--- src/rtl/cpu_pkg.sv ---
// rtl/cpu_pkg.sv - shared core constants and the instruction queue entry type
package cpu_pkg;

    localparam int ILEN = 32;
    localparam int XLEN = 32;
    localparam logic [ILEN-1:0] NOP_INST = 32'h0000_0013;
    localparam logic [XLEN-1:0] PC_STEP  = 32'd4;

    typedef struct packed {
        logic [ILEN-1:0] inst;
        logic [XLEN-1:0] pc;
    } iq_entry_t;

endpackage

--- src/rtl/inst_queue.sv ---
// rtl/inst_queue.sv - multi-push / multi-pop instruction queue between fetch and decode
// First-word fall-through ring; DEPTH must be a power of 2 and >= FETCH_W+ISSUE_W.
module inst_queue
    import cpu_pkg::*;
#(
    parameter int DEPTH   = 8,
    parameter int FETCH_W = 2,
    parameter int ISSUE_W = 2
) (
    input  logic                               clk,
    input  logic                               reset,
    input  logic                               flush,
    input  logic                               in_valid,
    output logic                               in_ready,
    input  logic [$clog2(FETCH_W+1)-1:0]       in_cnt,
    input  logic [FETCH_W*ILEN-1:0]            in_inst,
    input  logic [XLEN-1:0]                    in_pc,
    output logic [ISSUE_W-1:0]                 out_valid,
    output logic [ISSUE_W*ILEN-1:0]            out_inst,
    output logic [ISSUE_W*XLEN-1:0]            out_pc,
    input  logic [$clog2(ISSUE_W+1)-1:0]       out_take,
    output logic [$clog2(DEPTH+1)-1:0]         count
);

    localparam int PW  = $clog2(DEPTH);
    localparam int CW  = $clog2(DEPTH+1);
    localparam int ICW = $clog2(FETCH_W+1);
    localparam int TW  = $clog2(ISSUE_W+1);

    iq_entry_t       ring [DEPTH];
    logic [PW-1:0]   rd_ptr;
    logic [PW-1:0]   wr_ptr;
    logic            push;
    logic [ICW-1:0]  pushed;
    logic [TW-1:0]   take_lim;
    logic [TW-1:0]   popped;

    // in_ready looks only at the registered count so take/flush never reach it
    always_comb begin
        in_ready = (count <= CW'(DEPTH - FETCH_W));
        push     = in_valid && in_ready && !flush;
        pushed   = '0;
        if (push) begin
            pushed = (in_cnt > ICW'(FETCH_W)) ? ICW'(FETCH_W) : in_cnt;
        end
        take_lim = (out_take > TW'(ISSUE_W)) ? TW'(ISSUE_W) : out_take;
        popped   = (CW'(take_lim) > count) ? TW'(count) : take_lim;
    end

    always_ff @(posedge clk or posedge reset) begin
        if (reset) begin
            rd_ptr <= '0;
            wr_ptr <= '0;
            count  <= '0;
        end else if (flush) begin
            rd_ptr <= '0;
            wr_ptr <= '0;
            count  <= '0;
        end else begin
            rd_ptr <= rd_ptr + PW'(popped);
            wr_ptr <= wr_ptr + PW'(pushed);
            count  <= count + CW'(pushed) - CW'(popped);
        end
    end

    // Entry storage is deliberately left unreset; validity comes from count alone
    always_ff @(posedge clk) begin
        for (int i = 0; i < FETCH_W; i++) begin
            if (ICW'(i) < pushed) begin
                ring[wr_ptr + PW'(i)] <= '{inst: in_inst[i*ILEN +: ILEN],
                                           pc:   in_pc + XLEN'(i) * PC_STEP};
            end
        end
    end

    always_comb begin
        out_valid = '0;
        out_inst  = '0;
        out_pc    = '0;
        for (int k = 0; k < ISSUE_W; k++) begin
            out_valid[k] = (count > CW'(k));
            if (out_valid[k]) begin
                out_inst[k*ILEN +: ILEN] = ring[rd_ptr + PW'(k)].inst;
                out_pc[k*XLEN +: XLEN]   = ring[rd_ptr + PW'(k)].pc;
            end else begin
                out_inst[k*ILEN +: ILEN] = NOP_INST;
                out_pc[k*XLEN +: XLEN]   = '0;
            end
        end
    end

endmodule

--- config.mk ---
export PLATFORM = sky130hd
export DESIGN_NAME = inst_queue
export DESIGN_NICKNAME = d
export VERILOG_FILES = /design/src/rtl/cpu_pkg.sv /design/src/rtl/inst_queue.sv
export SDC_FILE = /design/constraint.sdc
export NUM_CORES = 1
export LEC_CHECK = 0
export ABC_CLOCK_PERIOD_IN_PS = 17800
export CAP_MARGIN = 5
export CORE_MARGIN = 1
export CORE_UTILIZATION = 64
export DETAILED_ROUTE_END_ITERATION = 10
export PLACE_DENSITY_LB_ADDON = 0.15
export SETUP_SLACK_MARGIN = 0.3
export SLEW_MARGIN = 10
export SYNTH_ARGS = -nofsm -noshare
export SYNTH_HDL_FRONTEND = slang
export SYNTH_SLANG_ARGS = --single-unit
--- constraint.sdc ---
create_clock -name clk -period 17.8 [get_ports clk]
set_clock_uncertainty 0.05 [all_clocks]
set_input_delay 1.78 -clock clk [delete_from_list [all_inputs] [get_ports clk]]
set_output_delay 1.78 -clock clk [all_outputs]
set_load 0.02 [all_outputs]
Word level (Yosys, flattened, before mapping):

Memory sizes are Yosys's and may differ from the RTL's.
Cells that the tools add are included.

* input bits: 104
* memories: 1
* bits in latches: 0
* bits in registers: 10
* bits in writable memories: 512
* ROM bits: 0
* output and inout bits: 135

* equal/unequal tests: 0
* reduce and logical (&&, ||, !) cells: 3
* multiply operators: 0
* multiplexer cells: 15
* shifts and indexed selects: 0
* magnitude comparators: 8
* $add $sub $neg: 7
* div/mod/pow operators: 0
* bitwise gates (word level): 0

Memory list
* ring: words 8, width 64, read ports 2, clocked after Yosys merged registers in 0, write ports 2, line inst_queue.sv:30 `iq_entry_t ring [DEPTH];`

Operators with widths (count)
* 32-bit 2-to-1 mux: 4
* 32-bit by 3-bit adder with 32-bit output (second input constant): 1
* 4-bit by 1-bit > comparator with 1-bit output (second input constant): 2
* 2-bit 2-to-1 mux: 4
* 3-bit by 1-bit adder with 3-bit output (second input constant): 2
* 3-bit by 2-bit adder with 3-bit output: 2
* 3-bit 2-to-1 mux: 2
* 4-bit by 2-bit adder with 4-bit output: 1
* 2-bit > comparator (second input constant): 2
* 2-bit by 4-bit > comparator with 1-bit output: 1
* 4-bit by 3-bit less-or-equal comparator with 1-bit output (second input constant): 1
* 1-bit by 2-bit less-than comparator with 1-bit output (first input constant): 2
* 1-bit 2-to-1 mux: 4
* 4-bit 2-to-1 mux: 1
* 4-bit by 2-bit subtractor with 4-bit output: 1
* 1-bit logical AND: 2
* 1-bit logical NOT: 1

Logic depth before layout (Yosys ltp):

Gate-level depths: netlist of run 1.

* depth in word-level cells: 7
* depth in mapped cells: 13
* depth with buffers taken out: 13

Worst setup path before layout of run 1:

No wires, ideal clock.

* path kind: input -> register
* from: in flush
* to: mem ring[5][0] (netlist name), enable pin
* path slack: 9910 ps
* stages: 4
* buffers on the path: 1
* data arrival time: 7259 ps
* path through: nor3_1 buf_2 nand3_1 o31ai_1

RTL lines
* from (decl): line inst_queue.sv:12 `input logic flush,`
* to (decl): line inst_queue.sv:30

Worst setup path after layout of run 1:

* from: reg rd_ptr[0]
* to: out out_inst[35]

* cells in the longest elaborated chain, start to end: 3

RTL lines
* from (decl): line inst_queue.sv:31 `logic [PW-1:0] rd_ptr;`
* from (signal assigned): line inst_queue.sv:60 `rd_ptr <= rd_ptr + PW'(popped);`
* 3-bit by 1-bit adder with 3-bit output: line inst_queue.sv:83 `out_inst[k*ILEN +: ILEN] = ring[rd_ptr + PW'(k)].inst;`
* memory read 8 x 64 bit
* 32-bit 2-to-1 mux: line inst_queue.sv:82 `if (out_valid[k]) begin`
* to (decl): line inst_queue.sv:19 `output logic [ISSUE_W*ILEN-1:0] out_inst,`

Every way passes these cells.

==> metrics.log, run 1 <==
[metrics] result of the run: finished, final reports clean
[metrics] all-layer global routing usage: 38.2%
[metrics] Cell Area, Synth: 31500 µm²
[metrics] aggregate negative setup slack: 0 ps
[metrics] post-synthesis cell count: 2796
[metrics] clock tree root buffer cell: clkbuf_16
[metrics] number of antenna violations at the first check in global routing: 11
[metrics] r2r endpoint: ring[4][53]
[metrics] Wirelength per Cell: 26.4 µm
[metrics] number of port buffers: 238
[metrics] type of the worst setup path: flop to output pin
[metrics] slack of the worst reg-to-reg path: 13320 ps
[metrics] height of the die: 224 µm
[metrics] share of cells above drive strength 1: 14.2%
[metrics] wire length of the first global-routing pass: 142000 µm
[metrics] Leakage: 0.0124 µW
[metrics] power density cells: 139 nW/µm²
[metrics] site row count: 80
[metrics] cell internal power dissipation: 3090 µW
[metrics] number of setup buffers added after CTS: 0
[metrics] top fanout value on the critical path: 61
[metrics] unrepaired setup endpoints after global routing: no
[metrics] fraction of post-synthesis cell area in the top cell type by area: 48.8%
[metrics] number of vias after detailed routing: 23641
[metrics] final worst setup slack: 11010 ps
[metrics] flip-flop and latch count after synthesis: 522
[metrics] Placed Area: 33900 µm²
[metrics] count of antenna-violating nets left after detailed routing: 0
[metrics] Final setup violation count: 0
[metrics] final weighted congestion in routability-driven placement: 0.831
[metrics] Layout Cell Area excl Fill: 35600 µm²
[metrics] nature of the critical path startpoint: flop
[metrics] sum of net half-perimeters after detailed placement: 53300 µm
[metrics] switching share of total power: 37.6%
[metrics] combinational cell fraction of total power: 49.0%
[metrics] number of nets in the layout: 2979
[metrics] CTS Hold Bufs: 0
[metrics] DR iter-0 viols: 3259
[metrics] via count of the first global-routing pass: 24173
[metrics] worst-case clock buffer depth: 3
[metrics] net load switching power: 1860 µW
[metrics] syn avg cell area: 11.3 µm²
[metrics] total DRC errors in the routed layout: 0
[metrics] met3 routing resource usage after global routing: 8.98%
[metrics] minimum clock period: 6790 ps
[metrics] count of flip-flops with a built-in enable after synthesis: 512
[metrics] sequential cell fraction of total power: 29.7%
[metrics] Fin. Hold Viols: 0
[metrics] I/O Pins: 239
[metrics] standard cell core area: 48100 µm²
[metrics] most heavily used metal layer in global routing: met2
[metrics] H-tree lvl count: 2
[metrics] Max Fclk: 147 MHz
[metrics] filler cell count: 3139
[metrics] WL final: 94200 µm
[metrics] prevailing post-synth register cell: edfxtp_1
[metrics] number of clock sinks: 522
[metrics] Data arrival, critical path: 4960 ps
[metrics] gr ovfl total: 0
[metrics] cell type with the highest aggregate area in the netlist: edfxtp_1
[metrics] startpoint of the lowest-slack register-to-register path: count[3]
[metrics] final number of max-transition violations: 0
[metrics] Resize count post-CTS: 0
[metrics] pin slew with the least headroom to its limit: 1070 ps
[metrics] Synth Net Count: 2918
[metrics] biggest area contributors in the synthesized netlist: edfxtp_1 (49%), mux4_2 (18%), nand2_1 (13%), xnor2_1 (5.4%), mux2i_1 (2.1%)
[metrics] post-place setup slack: 11520 ps
[metrics] critical path data required time: 15970 ps
[metrics] period utilisation layout: 38.1%
[metrics] type of the worst min-delay path: flop to flop
[metrics] count of yosys warnings during synthesis: 0
[metrics] number of distinct library cell variants in the gate-level netlist after synthesis: 46
[metrics] Worst-Skew Late Latency: 620 ps
[metrics] average vias per placed instance: 6.64
[metrics] length in cells of the worst reg-to-reg path: 8
[metrics] growth of design area from synthesis to finish: 12.8%
[metrics] share of async-settable or async-resettable flops after synthesis: 1.92%
[metrics] die area: 50200 µm²
[metrics] TritonCTS buffer count: 54
[metrics] destination of the critical timing path: out_inst[35]
[metrics] Clk pin slew, worst setup/hold paths: 60 ps
[metrics] met1 layer usage reported by global route: 49.0%
[metrics] iteration count of the initial detailed-routing pass: 8
[metrics] worst-case headroom to the max-slew limit: 28.4%
[metrics] crit path capture type: output pin
[metrics] met2 Usage GRT: 61.0%
[metrics] critical path launch point: rd_ptr[0]
[metrics] CTS tree: done
[metrics] Worst IR Drop VDD: 0.114 mV
[metrics] clock network power share: 21.3%
[metrics] Initial Util: 65.5%
[metrics] die extent in x: 224 µm
[metrics] post-synthesis sequential area ratio: 49.5%
[metrics] maximum number of pins on one net before global-route repair: 62
[metrics] max-cap violation count: 0
==> worst min-delay path by stage <==
stage | depth (start not counted) | to | slack [ps] | start
floorplan | 2 | rd_ptr[0] | 560 | rd_ptr[0]
global placement | 2 | wr_ptr[2] | 640 | wr_ptr[2]
detailed placement | 2 | wr_ptr[2] | 700 | wr_ptr[2]
CTS | 2 | wr_ptr[2] | 720 | wr_ptr[2]
global route | 2 | wr_ptr[2] | 780 | wr_ptr[2]
finish | 2 | wr_ptr[2] | 720 | wr_ptr[2]
==> final cells by class <==
type                    instances  area (µm²)  area share [%]
flip-flops and latches        522       15600            43.9
multi-input cells            1976       14700            41.3
repair buffers                286        2760            7.76
clock buffers                  79        1510            4.24
well taps                     656         821            2.31
clock inverters                18        77.6           0.218
inverters                      17        63.8           0.179
diodes                          9        22.5          0.0633
==> worst max-delay path, cell delays in order (launching register included) <==
cell and delay [ps]:
dfrtp_4 1070, ha_4 880, buf_4 930, mux4_2 610, nand2_1 80, a21oi_1 110
clkdlybuf4s50_1 590
==> cell usage in the layout, fill, tap and decap left out, types with 8 or more instances in the layout <==
cell,netlist,layout
clkbuf_1,99,22
a21oi_1,64,63
xnor2_1,194,193
ha_1,14,13
clkbuf_16,0,57
nor2_1,121,121
clkdlybuf4s50_1,0,238
mux2i_1,65,65
inv_1,16,16
diode_2,0,9
buf_4,54,47
nand2_1,1108,1108
clkinv_1,0,12
mux4_2,256,256
and3_1,18,15
edfxtp_1,512,512
nand3_2,1,8
xor2_1,44,43
nand3_1,21,14
nand4_1,10,10
==> registers in the layout (all words and copies together), names as in the netlist <==
register,cells
rd_ptr,3
ring,512
wr_ptr,3
count,4
==> cell usage after synthesis, types with 3 or more instances <==
cell type / count
nand2_1: 1108
edfxtp_1: 512
mux4_2: 256
xnor2_1: 194
nor2_1: 121
clkbuf_1: 99
buf_2: 74
mux2i_1: 65
a21oi_1: 64
buf_4: 54
buf_1: 51
xor2_1: 44
nand3_1: 21
and3_1: 18
inv_1: 16
ha_1: 14
dfrtp_1: 10
nand4_1: 10
o21ai_0: 8
nor3_4: 7
nor2b_1: 6
nor3_1: 5
and4_1: 4
fa_1: 4
or3_1: 4
nor4_1: 3
==> metal layers <==
layer | routed length [µm] | part of all wire [%]
met1 | 32400 | 34
met2 | 45600 | 48
met3 | 11900 | 13
met4 | 4270 | 4.5
met5 | 36 | 0.038
==> power groups by stage <==
stage          clock [µW]  combinational, µW  sequential [µW]
2_1_floorplan           0               1570             1440
3_3_place_gp            0               2370             1490
3_5_place_dp            0               2410             1500
4_1_cts              1050               2420             1470
5_1_grt              1090               2560             1480
6_report             1050               2430             1470
==> cell families after synthesis <==
| kind of cell | count (synthesis) | synth area share [%] |
|---|---|---|
| compound gates | 78 | 1.29 |
| xor+xnor | 240 | 6.71 |
| fa+ha+maj | 18 | 0.809 |
| buf+inv | 298 | 4.51 |
| flops | 522 | 49.5 |
| mux | 321 | 20.3 |
| simple gates | 1319 | 16.8 |
==> per-stage QoR <==
step	cells	hold WS [ps]	total power (µW)	utilization, %
after global placement	3456	638	3870	70.5
final	3563	725	4950	73.9
after global routing	3562	777	5130	73.9
after CTS	3553	718	4950	73.8
after floorplan	2796	562	3010	-
after detailed placement	3456	700	3910	70.5
No activity file was read; power rests on OpenSTA's default activity.
==> run 2, diff against run 1 <==
- ABC_CLOCK_PERIOD_IN_PS: 17800 -> 5700
- CORE_UTILIZATION: 64 -> 54
- clock period: 17.8 -> 5.7 ns (I/O delays scaled with it)
==> run 2 against run 1 <==
Sequential power grew to 3.1 times the previous value. Largest cell class unchanged. Routed wire length is 4.1% higher. Setup slack worse by 10000 ps. Utilization is 11 points lower. Clock power grew to 3.5 times the previous value. Largest power group unchanged. Critical path depth stayed put. Final cell count is 3.1% higher. Register-to-register slack worse by 11000 ps. Hold slack worse by 530 ps. Global-route usage is 5.2 points lower. First-iteration DRC count is 11% lower. Via count is 2.1% lower.
==> metrics.log, run 2 (synthesis results as in run 1) <==
[metrics] result of the run: finished, final reports clean (unchanged)
[metrics] most frequent standard cell in the layout excluding fill and tap cells: nand2_1 (unchanged)
[metrics] number of setup buffers added after CTS: 0 (unchanged)
[metrics] count of antenna-violating nets left after detailed routing: 0 (unchanged)
[metrics] Crit path max-delay family: buffers and inverters (unchanged)
[metrics] CTS tree: done (unchanged)
[metrics] gr ovfl total: 0 (unchanged)
[metrics] pin slew with the least headroom to its limit: 1170 ps (was 1070 ps)
[metrics] Worst IR Drop VDD: 0.392 mV (was 0.114 mV)
[metrics] cell breakdown of the critical path: buf_4, buf_4, mux4_2, mux2i_1, nor2_1, clkdlybuf4s50_1 (was ha_4, buf_4, mux4_2, nand2_1, a21oi_1, clkdlybuf4s50_1)
[metrics] type of the worst setup path: flop to output pin (unchanged)
[metrics] wire length of the first global-routing pass: 144000 µm (was 142000 µm)
[metrics] share of cells above drive strength 1: 14.6% (was 14.2%)
[metrics] maximum number of pins on one net before global-route repair: 155 (was 62)
[metrics] critical path data required time: 5080 ps (was 15970 ps)
[metrics] slack of the worst reg-to-reg path: 1850 ps (was 13320 ps)
[metrics] Clk pin slew, worst setup/hold paths: 70 ps (was 60 ps)
[metrics] logic depth of the worst path, buffers included: 6 (unchanged)
[metrics] number of port buffers: 238 (unchanged)
[metrics] Initial Util: 54.7% (was 65.5%)
[metrics] max-cap violation count: 0 (unchanged)
[metrics] crit path capture type: output pin (unchanged)
[metrics] length in cells of the worst reg-to-reg path: 8 (unchanged)
[metrics] DR iter-0 viols: 2905 (was 3259)
[metrics] Leakage: 0.0125 µW (was 0.0124 µW)
[metrics] commonest cells after routing, fill and taps aside: nand2_1 (1108), edfxtp_1 (512), mux4_2 (256) (unchanged)
[metrics] Max Fclk: 200 MHz
[metrics] number of antenna violations at the first check in global routing: 8 (was 11)
[metrics] Data arrival, critical path: 4380 ps (was 4960 ps)
[metrics] TritonCTS buffer count: 56 (was 54)
[metrics] die area: 59400 µm² (was 50200 µm²)
[metrics] Final setup violation count: 0 (unchanged)
[metrics] unrepaired setup endpoints after global routing: no (unchanged)
[metrics] cell count after placement: 3566 (was 3456)
[metrics] final worst setup slack: 705 ps (was 11010 ps)
[metrics] non-filler cells, final: 3674 (was 3563)
[metrics] clock tree root buffer cell: clkbuf_16 (unchanged)
[metrics] total DRC errors in the routed layout: 0 (unchanged)
[metrics] standard cell core area: 57700 µm² (was 48100 µm²)
[metrics] iteration count of the initial detailed-routing pass: 6 (was 8)
[metrics] worst-case clock buffer depth: 3 (unchanged)
[metrics] Crit-path slowest cell: dfrtp_4 (unchanged)
[metrics] r2r endpoint: ring[2][16] (was ring[4][53])
[metrics] I/O Pins: 239 (unchanged)
[metrics] Regs by FF count: ring x512, count x4 (unchanged)
[metrics] number of flip-flops in the largest register: 512 (unchanged)
[metrics] number of clock sinks: 522 (unchanged)
[metrics] filler cell count: 4414 (was 3139)
[metrics] die extent in x: 244 µm (was 224 µm)
[metrics] Fin. Hold Viols: 0 (unchanged)
[metrics] startpoint of the lowest-slack register-to-register path: count[3] (unchanged)
[metrics] critical path's largest stage delay: 710 ps (was 1070 ps)
[metrics] period utilisation layout: 87.6%
[metrics] Worst-Skew Late Latency: 620 ps (about the same)
[metrics] power density cells: 444 nW/µm² (was 139 nW/µm²)
[metrics] nature of the critical path startpoint: flop (unchanged)
[metrics] type of the worst min-delay path: primary input to asynchronous set/reset pin (was flop to flop)
[metrics] average vias per placed instance: 6.30 (was 6.64)
[metrics] top fanout value on the critical path: 42 (was 61)
[metrics] via count of the first global-routing pass: 22963 (was 24173)
[metrics] number of vias after detailed routing: 23137 (was 23641)
[metrics] minimum clock period: 5000 ps
[metrics] H-tree lvl count: 2 (unchanged)
[metrics] Crit path buffers/inverters: 3 (was 2)
[metrics] number of nets in the layout: 2981 (was 2979)
[metrics] CTS Hold Bufs: 0 (unchanged)
[metrics] multi-input combinational cell area: 14700 µm² (about the same)
[metrics] site row count: 88 (was 80)
[metrics] final weighted congestion in routability-driven placement: 0.850 (was 0.831)
[metrics] WL final: 98100 µm (was 94200 µm)
[metrics] most used cell along the critical path: buf_4
[metrics] sequential standard cell area: 15600 µm² (unchanged)
[metrics] final number of max-transition violations: 0 (unchanged)
[metrics] sum of net half-perimeters after detailed placement: 54400 µm (was 53300 µm)
[metrics] register with the most flip-flops: ring (unchanged)
[metrics] all-layer global routing usage: 32.9% (was 38.2%)
[metrics] Resize count post-CTS: 0 (unchanged)
[metrics] growth of design area from synthesis to finish: 14.4% (was 12.8%)
[metrics] worst-case headroom to the max-slew limit: 21.9% (was 28.4%)
[metrics] post-place setup slack: 1420 ps (was 11520 ps)
[metrics] Wirelength per Cell: 26.7 µm (was 26.4 µm)
[metrics] height of the die: 244 µm (was 224 µm)
[run 2: layer usage]
layer | global-route usage (%) | wire length [µm] | vias to the layer above
met2 | 52.8 | 46900 | 1524
met3 | 6.39 | 11100 | 236
met5 | 0 | 51 | -
met1 | 44.9 | 36700 | 11515
li1 | - | - | 9854
met4 | 12.1 | 3320 | 8
[run 2: final cells by class]
class	instances	share of cell area [%]
inverter	17	0.177
multi-input combinational	1976	40.7
sequential	522	43.4
tap	765	2.65
clock inverter	33	0.919
timing repair buffer	286	8.05
clock buffer	71	4.10
antenna	4	0.0278
[run 2: how the worst max path moves through the flow]
stage / from / to / slack (ps)
5_1_grt: rd_ptr[0] / out_pc[3] / 540
3_5_place_dp: flush / ring[1][39] / 1420
6_report: rd_ptr[0] / out_pc[3] / 700
4_1_cts: rd_ptr[0] / out_pc[3] / 770
3_3_place_gp: rd_ptr[0] / out_pc[3] / 1480
2_1_floorplan: count[3] / ring[0][0] / -1200
[run 2: power breakdown]
part | internal, µW | switching, µW | total [µW]
Sequential | 4360 | 173 | 4530
Clock | 2140 | 1550 | 3690
Combinational | 3530 | 4270 | 7800
[run 2: per-stage QoR]
| step | util [%] | instance area, µm² | total power (µW) | hold WS, ps | setup TNS [ps] |
|---|---|---|---|---|---|
| after floorplan | - | 31500 | 9410 | 360 | -153890 |
| after global placement | 59.4 | 34200 | 12300 | 624 | 0 |
| after detailed placement | 59.4 | 34200 | 12400 | 656 | 0 |
| after CTS | 62.5 | 36100 | 16000 | 176 | 0 |
| after global routing | 62.5 | 36100 | 16600 | 209 | 0 |
| final | 62.5 | 36100 | 16000 | 194 | 0 |
